`src/rtl/pu_msp430_reset_sequencer_if.sv`:
```
`default_nettype none
// +--------------------------------------------------------------------------+
// | Module      : pu_msp430_reset_sequencer_if                               |
// | Description : Bundle between a reset sequencer and the logic that        |
// |               consumes its resets.                                       |
// |               sw_rst    : synchronous software reset request (level)     |
// |               rst_s     : sequenced active-high resets, bit 0 first      |
// |               rst_done  : all rst_s released                             |
// |               rst_cause : 0 = last reset from rst_an, 1 = from sw_rst    |
// |               master modport: requester/consumer side                    |
// |               slave modport : sequencer side                             |
// | Revision    : 1.0 - initial release                                      |
// +--------------------------------------------------------------------------+
interface pu_msp430_reset_sequencer_if #(
    parameter int NUM_RST = 3
);
    logic               sw_rst;
    logic [NUM_RST-1:0] rst_s;
    logic               rst_done;
    logic               rst_cause;

    modport master (
        output sw_rst,
        input  rst_s,
        input  rst_done,
        input  rst_cause
    );

    modport slave (
        input  sw_rst,
        output rst_s,
        output rst_done,
        output rst_cause
    );
endinterface
`default_nettype wire

```
`src/rtl/pu_msp430_reset_sequencer.sv`:
```
`default_nettype none
// +--------------------------------------------------------------------------+
// | Module      : pu_msp430_reset_sequencer                                  |
// | Description : Per-clock-domain reset sequencer. rst_an asserts every     |
// |               output asynchronously; its release is synchronised through |
// |               SYNC_STAGES flops, rst_s[0] is stretched for               |
// |               STRETCH_CYCLES edges, then the remaining outputs release   |
// |               one at a time in index order, STEP_CYCLES edges apart.     |
// |               A level sw_rst request (ignored while still in HOLD)       |
// |               re-runs the stretch/step sequence.                         |
// | Ports       : clk    - domain clock                                      |
// |               rst_an - asynchronous reset, active low                    |
// |               bus    - slave modport: sw_rst in; rst_s, rst_done,        |
// |                        rst_cause out (all outputs straight from flops)   |
// | Revision    : 1.0 - initial release                                      |
// +--------------------------------------------------------------------------+
module pu_msp430_reset_sequencer #(
    parameter int SYNC_STAGES    = 2,
    parameter int NUM_RST        = 3,
    parameter int STRETCH_CYCLES = 16,
    parameter int STEP_CYCLES    = 4
) (
    input  logic                              clk,
    input  logic                              rst_an,
    pu_msp430_reset_sequencer_if.slave        bus
);

    // ------------------------------------------------------------------
    // Parameter legality
    // ------------------------------------------------------------------
    if (SYNC_STAGES < 2) begin : g_bad_sync_stages
        $error("pu_msp430_reset_sequencer: SYNC_STAGES must be >= 2");
    end
    if (NUM_RST < 1) begin : g_bad_num_rst
        $error("pu_msp430_reset_sequencer: NUM_RST must be >= 1");
    end
    if (STRETCH_CYCLES < 1) begin : g_bad_stretch
        $error("pu_msp430_reset_sequencer: STRETCH_CYCLES must be >= 1");
    end
    if (STEP_CYCLES < 1) begin : g_bad_step
        $error("pu_msp430_reset_sequencer: STEP_CYCLES must be >= 1");
    end

    // ------------------------------------------------------------------
    // Constants
    // ------------------------------------------------------------------
    localparam int c_cnt_max = (STRETCH_CYCLES > STEP_CYCLES) ? STRETCH_CYCLES : STEP_CYCLES;
    localparam int c_cnt_w   = $clog2(c_cnt_max + 1);
    localparam int c_idx_w   = $clog2(NUM_RST + 1);

    localparam logic [c_cnt_w-1:0] c_stretch  = c_cnt_w'(STRETCH_CYCLES);
    localparam logic [c_cnt_w-1:0] c_step     = c_cnt_w'(STEP_CYCLES);
    localparam logic [c_cnt_w-1:0] c_cnt_one  = c_cnt_w'(1);
    localparam logic [c_idx_w-1:0] c_idx_one  = c_idx_w'(1);
    localparam logic [c_idx_w-1:0] c_idx_last = c_idx_w'(NUM_RST - 1);

    typedef enum logic [2:0] {
        S_HOLD    = 3'd0,
        S_STRETCH = 3'd1,
        S_STEP    = 3'd2,
        S_FIN     = 3'd3,
        S_DONE    = 3'd4
    } state_t;

    // ------------------------------------------------------------------
    // State
    // ------------------------------------------------------------------
    logic [SYNC_STAGES-1:0] r_sync;
    state_t                 r_state;
    logic [c_cnt_w-1:0]     r_cnt;
    logic [c_idx_w-1:0]     r_idx;
    logic [NUM_RST-1:0]     r_rst_s;
    logic                   r_done;
    logic                   r_cause;

    logic                   w_rst_int;
    logic [c_cnt_w-1:0]     w_cnt_inc;
    logic                   w_sw_take;

    assign w_rst_int = r_sync[SYNC_STAGES-1];
    assign w_cnt_inc = r_cnt + c_cnt_one;

    // A software request only counts once the synchronised release has been
    // seen; during HOLD the power-on sequence owns the outputs.
    assign w_sw_take = bus.sw_rst && (r_state != S_HOLD);

    // ------------------------------------------------------------------
    // Synchroniser and sequencing FSM
    // ------------------------------------------------------------------
    always_ff @(posedge clk or negedge rst_an) begin
        if (!rst_an) begin
            r_sync  <= '1;
            r_state <= S_HOLD;
            r_cnt   <= '0;
            r_idx   <= '0;
            r_rst_s <= '1;
            r_done  <= 1'b0;
            r_cause <= 1'b0;
        end else begin
            // The chain runs independently of sw_rst.
            r_sync <= {r_sync[SYNC_STAGES-2:0], 1'b0};

            if (w_sw_take) begin
                // Counter is pinned at 0 for as long as the request stays
                // high, so counting starts on the first edge that samples
                // sw_rst low.
                r_rst_s <= '1;
                r_done  <= 1'b0;
                r_cause <= 1'b1;
                r_cnt   <= '0;
                r_idx   <= '0;
                r_state <= S_STRETCH;
            end else begin
                case (r_state)
                    // HOLD shares the stretch counting: r_cnt is always 0 in
                    // HOLD, so the edge that sees rst_int low is stretch
                    // count 1 (and releases at once when STRETCH_CYCLES = 1).
                    S_HOLD, S_STRETCH: begin
                        if ((r_state == S_STRETCH) || !w_rst_int) begin
                            if (w_cnt_inc == c_stretch) begin
                                r_rst_s[0] <= 1'b0;
                                r_cnt      <= '0;
                                r_idx      <= c_idx_one;
                                r_state    <= (NUM_RST > 1) ? S_STEP : S_FIN;
                            end else begin
                                r_cnt   <= w_cnt_inc;
                                r_state <= S_STRETCH;
                            end
                        end
                    end

                    S_STEP: begin
                        if (w_cnt_inc == c_step) begin
                            for (int k = 0; k < NUM_RST; k++) begin
                                if (c_idx_w'(k) == r_idx) begin
                                    r_rst_s[k] <= 1'b0;
                                end
                            end
                            r_cnt <= '0;
                            r_idx <= r_idx + c_idx_one;
                            if (r_idx == c_idx_last) begin
                                r_state <= S_FIN;
                            end
                        end else begin
                            r_cnt <= w_cnt_inc;
                        end
                    end

                    S_FIN: begin
                        r_done  <= 1'b1;
                        r_state <= S_DONE;
                    end

                    S_DONE: begin
                        r_state <= S_DONE;
                    end

                    default: begin
                        // Unreachable encodings fall back to a safe restart.
                        r_rst_s <= '1;
                        r_done  <= 1'b0;
                        r_cnt   <= '0;
                        r_idx   <= '0;
                        r_state <= S_HOLD;
                    end
                endcase
            end
        end
    end

    assign bus.rst_s     = r_rst_s;
    assign bus.rst_done  = r_done;
    assign bus.rst_cause = r_cause;

    // ------------------------------------------------------------------
    // Invariants: strict release order, and done only when all released
    // ------------------------------------------------------------------
    for (genvar k = 1; k < NUM_RST; k++) begin : g_order
        a_order : assert property (@(posedge clk) disable iff (!rst_an)
            (!r_rst_s[k] |-> !r_rst_s[k-1]));
    end

    a_done_clean : assert property (@(posedge clk) disable iff (!rst_an)
        (r_done |-> (r_rst_s == '0)));

endmodule
`default_nettype wire

```
`src/flat_wrapper.sv`:
```
// flat-port wrapper written by rule: the top's interface ports become plain ports
module pu_msp430_reset_sequencer_flat 
#(
    parameter int SYNC_STAGES    = 2,
    parameter int NUM_RST        = 3,
    parameter int STRETCH_CYCLES = 16,
    parameter int STEP_CYCLES    = 4
)
  (clk, rst_an, bus_sw_rst, bus_rst_s, bus_rst_done, bus_rst_cause);
  pu_msp430_reset_sequencer_if #(.NUM_RST(NUM_RST)) bus_i ();
  input  logic clk;
  input  logic rst_an;
  input wire logic [$bits(bus_i.sw_rst)-1:0] bus_sw_rst;
  output wire logic [$bits(bus_i.rst_s)-1:0] bus_rst_s;
  output wire logic [$bits(bus_i.rst_done)-1:0] bus_rst_done;
  output wire logic [$bits(bus_i.rst_cause)-1:0] bus_rst_cause;
  assign bus_i.sw_rst = bus_sw_rst;
  assign bus_rst_s = bus_i.rst_s;
  assign bus_rst_done = bus_i.rst_done;
  assign bus_rst_cause = bus_i.rst_cause;
  pu_msp430_reset_sequencer #(.SYNC_STAGES(SYNC_STAGES), .NUM_RST(NUM_RST), .STRETCH_CYCLES(STRETCH_CYCLES), .STEP_CYCLES(STEP_CYCLES)) u_core (.clk(clk), .rst_an(rst_an), .bus(bus_i));
endmodule
```
`config.mk`:
```
export PLATFORM = sky130hd
export DESIGN_NAME = pu_msp430_reset_sequencer_flat
export DESIGN_NICKNAME = d
export VERILOG_FILES = /design/src/rtl/pu_msp430_reset_sequencer_if.sv /design/src/rtl/pu_msp430_reset_sequencer.sv /design/src/flat_wrapper.sv
export SDC_FILE = /design/constraint.sdc
export NUM_CORES = 1
export LEC_CHECK = 0
export BUFFER_PORTS_ARGS = -buffer_cell sky130_fd_sc_hd__buf_2
export CORE_MARGIN = 5
export CORE_UTILIZATION = 35
export DETAILED_ROUTE_END_ITERATION = 8
export GPL_TIMING_DRIVEN = 0
export PLACE_DENSITY = 0.5
export SLEW_MARGIN = 30
export SYNTH_ARGS = -nofsm -noshare
export SYNTH_HDL_FRONTEND = slang
export SYNTH_SLANG_ARGS = --single-unit
```
`constraint.sdc`:
```
create_clock -name clk -period 2.1 [get_ports clk]
set_clock_uncertainty 0.15 [all_clocks]
set_input_delay 0.315 -clock clk [delete_from_list [all_inputs] [get_ports clk]]
set_output_delay 0.315 -clock clk [all_outputs]
set_load 0.05 [all_outputs]
```
==> run_summary.xml <==
<?xml version="1.0" encoding="UTF-8"?>
<metrics>
  <group name="status">
    <metric name="outcome" unit="">completed</metric>
  </group>
  <group name="placed_design">
    <metric name="area_after_detailed_placement" unit="sq um">1060</metric>
    <metric name="place_congestion" unit="">0.8744</metric>
    <metric name="dpl.hpwl" unit="microns">1560</metric>
    <metric name="port_buffers" unit="">7</metric>
  </group>
  <group name="floorplanning">
    <metric name="core.rowCount" unit="">19</metric>
    <metric name="die_h" unit="microns">63.08</metric>
    <metric name="die_outline_area" unit="sq um">3978</metric>
    <metric name="io_pins" unit="">8</metric>
    <metric name="die_width" unit="microns">63.08</metric>
    <metric name="initial_core_util" unit="%">36.06</metric>
    <metric name="fp.coreArea" unit="sq um">2734</metric>
  </group>
  <group name="final_layout">
    <metric name="design_area" unit="sq um">1147</metric>
    <metric name="insertedDiodeCount" unit="">0</metric>
    <metric name="syn2layout_area_growth" unit="%">16.37</metric>
    <metric name="fraction_of_final_layout_cells_sized_beyond_drive_strength_1" unit="%">21.60</metric>
    <metric name="layout.filler_cells" unit="">266</metric>
    <metric name="most_common_library_cell_in_the_layout_ignoring_fill_and_taps" unit="">sky130_fd_sc_hd__nor2_1</metric>
    <metric name="layout.cells.most_common_list" unit="">sky130_fd_sc_hd__nor2_1 (12), sky130_fd_sc_hd__a21oi_1 (10), sky130_fd_sc_hd__o21ai_0 (10), sky130_fd_sc_hd__dfrtp_1 (10), sky130_fd_sc_hd__buf_2 (9)</metric>
    <metric name="final_nets" unit="">133</metric>
  </group>
  <group name="timing">
    <metric name="period_share" unit="%">95.91</metric>
    <metric name="timing.setup.tns" unit="ns">0</metric>
    <metric name="final_hold_violation_count" unit="">0</metric>
    <metric name="timing.final.setup_violations" unit="">0</metric>
    <metric name="finalWorstPathRequiredPeriod" unit="ns">2.014</metric>
    <metric name="highest_achievable_clock_rate" unit="GHz">0.4965</metric>
    <metric name="fin_hold_ws" unit="ns">0.03352</metric>
    <metric name="final-max-slew-violation-count" unit="">0</metric>
    <metric name="rsz0062_at_grt" unit="">false</metric>
  </group>
  <group name="setup_path">
    <metric name="setup.worst_path.class" unit="">reg -&gt; reg</metric>
    <metric name="path_cells" unit="">ha_4 &gt; or4b_2 &gt; a21oi_1 &gt; o22ai_1 &gt; nand3_1 &gt; o21ai_0</metric>
    <metric name="worst_path_largest_cell_delay" unit="ns">0.64</metric>
    <metric name="cp_data_required_time" unit="ns">2.12</metric>
    <metric name="critical_path_peak_fanout" unit="">6</metric>
    <metric name="worstPathArrival" unit="ns">2.04</metric>
    <metric name="worst_path_max_delay_cell" unit="">sky130_fd_sc_hd__or4b_2</metric>
    <metric name="startpoint_class" unit="">register</metric>
    <metric name="worst_setup_path_end_kind" unit="">register</metric>
  </group>
  <group name="synth">
    <metric name="ys_seq_area_share" unit="%">43.78</metric>
    <metric name="synth_fp_nets" unit="">116</metric>
    <metric name="syn_avg_cell_area" unit="sq um">9.045</metric>
    <metric name="synthDistinctLibCells" unit="">37</metric>
    <metric name="synth_top_area_share" unit="%">30.46</metric>
    <metric name="synthDominantAreaCellType" unit="">sky130_fd_sc_hd__dfrtp_1</metric>
    <metric name="postSynthRegisterBits" unit="">17</metric>
    <metric name="synth_cells" unit="">109</metric>
    <metric name="ys_warn_count" unit="">0</metric>
    <metric name="post_synth_main_area_contributors" unit="">sky130_fd_sc_hd__dfrtp_1 (30%), sky130_fd_sc_hd__dfstp_2 (13%), sky130_fd_sc_hd__a21oi_1 (5.1%), sky130_fd_sc_hd__ha_1 (5.1%), sky130_fd_sc_hd__o21ai_0 (5.1%)</metric>
    <metric name="synthesis.area" unit="sq um">985.9</metric>
  </group>
  <group name="cts">
    <metric name="cts-root-to-sink-buffers" unit="">2</metric>
    <metric name="insertion_delay" unit="ns">0.29</metric>
    <metric name="cts.clk_slew.worst_paths" unit="ns">0.10</metric>
    <metric name="cts-htree-levels" unit="">1</metric>
    <metric name="cts_tree" unit="">built</metric>
    <metric name="cts_root_buffer" unit="">sky130_fd_sc_hd__clkbuf_4</metric>
    <metric name="cts-buffers-inserted" unit="">3</metric>
    <metric name="total_number_of_clock_tree_sinks" unit="">17</metric>
  </group>
  <group name="global_route">
    <metric name="first_pass_grt_wire_length" unit="microns">3836</metric>
    <metric name="grt_pass1_vias" unit="">784</metric>
    <metric name="grt_overflow_total" unit="">0</metric>
    <metric name="grt_max_degree" unit="">18</metric>
    <metric name="antenna_found_initial" unit="">0</metric>
    <metric name="grtUsageTotal" unit="%">11.77</metric>
  </group>
  <group name="power_and_ir_drop">
    <metric name="power_per_standard_cell_area" unit="nW/um^2">526.3</metric>
    <metric name="power.leakage" unit="uW">0.0004733</metric>
    <metric name="vdd_ir_drop_max" unit="mV">0.3170</metric>
  </group>
  <group name="routing">
    <metric name="drcViolationCount" unit="">0</metric>
    <metric name="firstDrtPassIters" unit="">4</metric>
    <metric name="ant_nets" unit="">0</metric>
    <metric name="num_vias" unit="">871</metric>
    <metric name="detailed_route_vias_per_instance" unit="">5.583</metric>
    <metric name="route.detailed.wl_per_inst" unit="microns">14.28</metric>
    <metric name="wirelength" unit="microns">2227</metric>
    <metric name="drt_iter0_drc" unit="">28</metric>
  </group>
  <group name="job">
    <metric name="maxCapViolCount" unit="">0</metric>
  </group>
  <group name="hold_path">
    <metric name="worst_hold_path_type" unit="">in -&gt; reg</metric>
  </group>
</metrics>
-- final cells by class --
class | count | area, sq um | area share [%]
multi-input cells | 82 | 533.0 | 46.46
flip-flops and latches | 17 | 434.2 | 37.84
inverters | 5 | 18.77 | 1.636
well taps | 31 | 38.79 | 3.381
clock buffers | 4 | 26.28 | 2.290
plain buffers | 5 | 21.27 | 1.854
repair buffers | 12 | 75.07 | 6.543
-- cells in the mapped netlist, drive strengths merged --
master	n
a21o	4
a21oi	10
conb	1
dfstp	5
o311ai	1
mux2i	1
o21a	2
nand4	1
o21ai	10
or4	1
a22oi	1
a22o	1
dfrtp	12
ha	4
or3b	1
nor2	12
nand4b	2
clkbuf	3
and2b	1
a211oi	2
buf	2
nand2	6
nor2b	2
o21bai	1
or4b	1
a32oi	1
nor4b	2
o31ai	3
or2	2
nand2b	1
inv	5
o22ai	1
nand3b	2
or3	2
o2111ai	1
nand3	2
-- path summary, 6_finish.rpt --
check / cells past startpoint / end / from / slack [ns]
max: 6 / u_core.r_cnt[2] / u_core.r_cnt[0] / 0.09
min: 2 / u_core.r_state[2] / bus_sw_rst / 0.03
max in group asynchronous: 2 / u_core.bus.rst_s[0] / rst_an / 1.18
min reg2reg: 0 / u_core.r_sync[1] / u_core.r_sync[0] / 0.21
min in group asynchronous: 2 / u_core.r_state[2] / rst_an / 0.31
max reg2reg: 6 / u_core.r_cnt[2] / u_core.r_cnt[0] / 0.09
-- flip-flops by register name (all words and copies together) (netlist names) --
signal                count
u_core.r_idx              2
u_core.r_cnt              5
u_core.r_sync             2
u_core.r_state            3
u_core.bus.rst_s          3
u_core.bus.rst_done       1
u_core.bus.rst_cause      1
-- stage by stage --
| stage | utilization, % | cells | setup WS, ns | total power, uW |
|---|---|---|---|---|
| global route | 41.97 | 156 | 0.004836 | 643.9 |
| finish | 41.97 | 156 | 0.08581 | 603.8 |
| global placement | 38.76 | 147 | -0.05822 | 413.3 |
| CTS | 40.27 | 152 | 0.03557 | 599.3 |
| detailed placement | 38.76 | 147 | -0.01823 | 413.9 |
| floorplan | - | 109 | 0.1770 | 394.0 |
-- worst max-delay path, delay by kind of cell (launching register included) --
family,cells,cell delay (ns)
adders and majority gates,1,0.18
DFF,1,0.45
AOI/OAI and AO/OA,3,0.37
and+or+nand+nor,2,0.76
-- kinds of logic after synthesis --
group / Yosys count / share of synthesized area, %
DFF: 17 / 43.78
adders and majority gates: 4 / 5.076
muxes: 1 / 1.015
AOI/OAI and AO/OA: 38 / 24.24
buffers and inverters: 10 / 4.061
and+or+nand+nor: 38 / 21.45
other: 1 / 0.3803
-- layer usage --
layer,wire length [microns],global-route usage (%),vias up
li1,-,-,428
met1,1116,17.76,417
met2,976,16.03,21
met3,95,2.487,5
met4,38,4.775,0
met5,0,0,-
-- power breakdown --
group          internal [uW]  total, uW  switching [uW]
Clock                   73.9        179             105
Sequential               341        354            12.9
Combinational           31.6       70.9            39.3
-- timing repair --
action,4_1_cts,5_1_grt
gates resized for setup,3,2
setup endpoints to repair,3,4
hold endpoints to repair,12,0
buffers inserted,0,4
hold buffers,1,0
No activity file was read; power rests on OpenSTA's default activity.
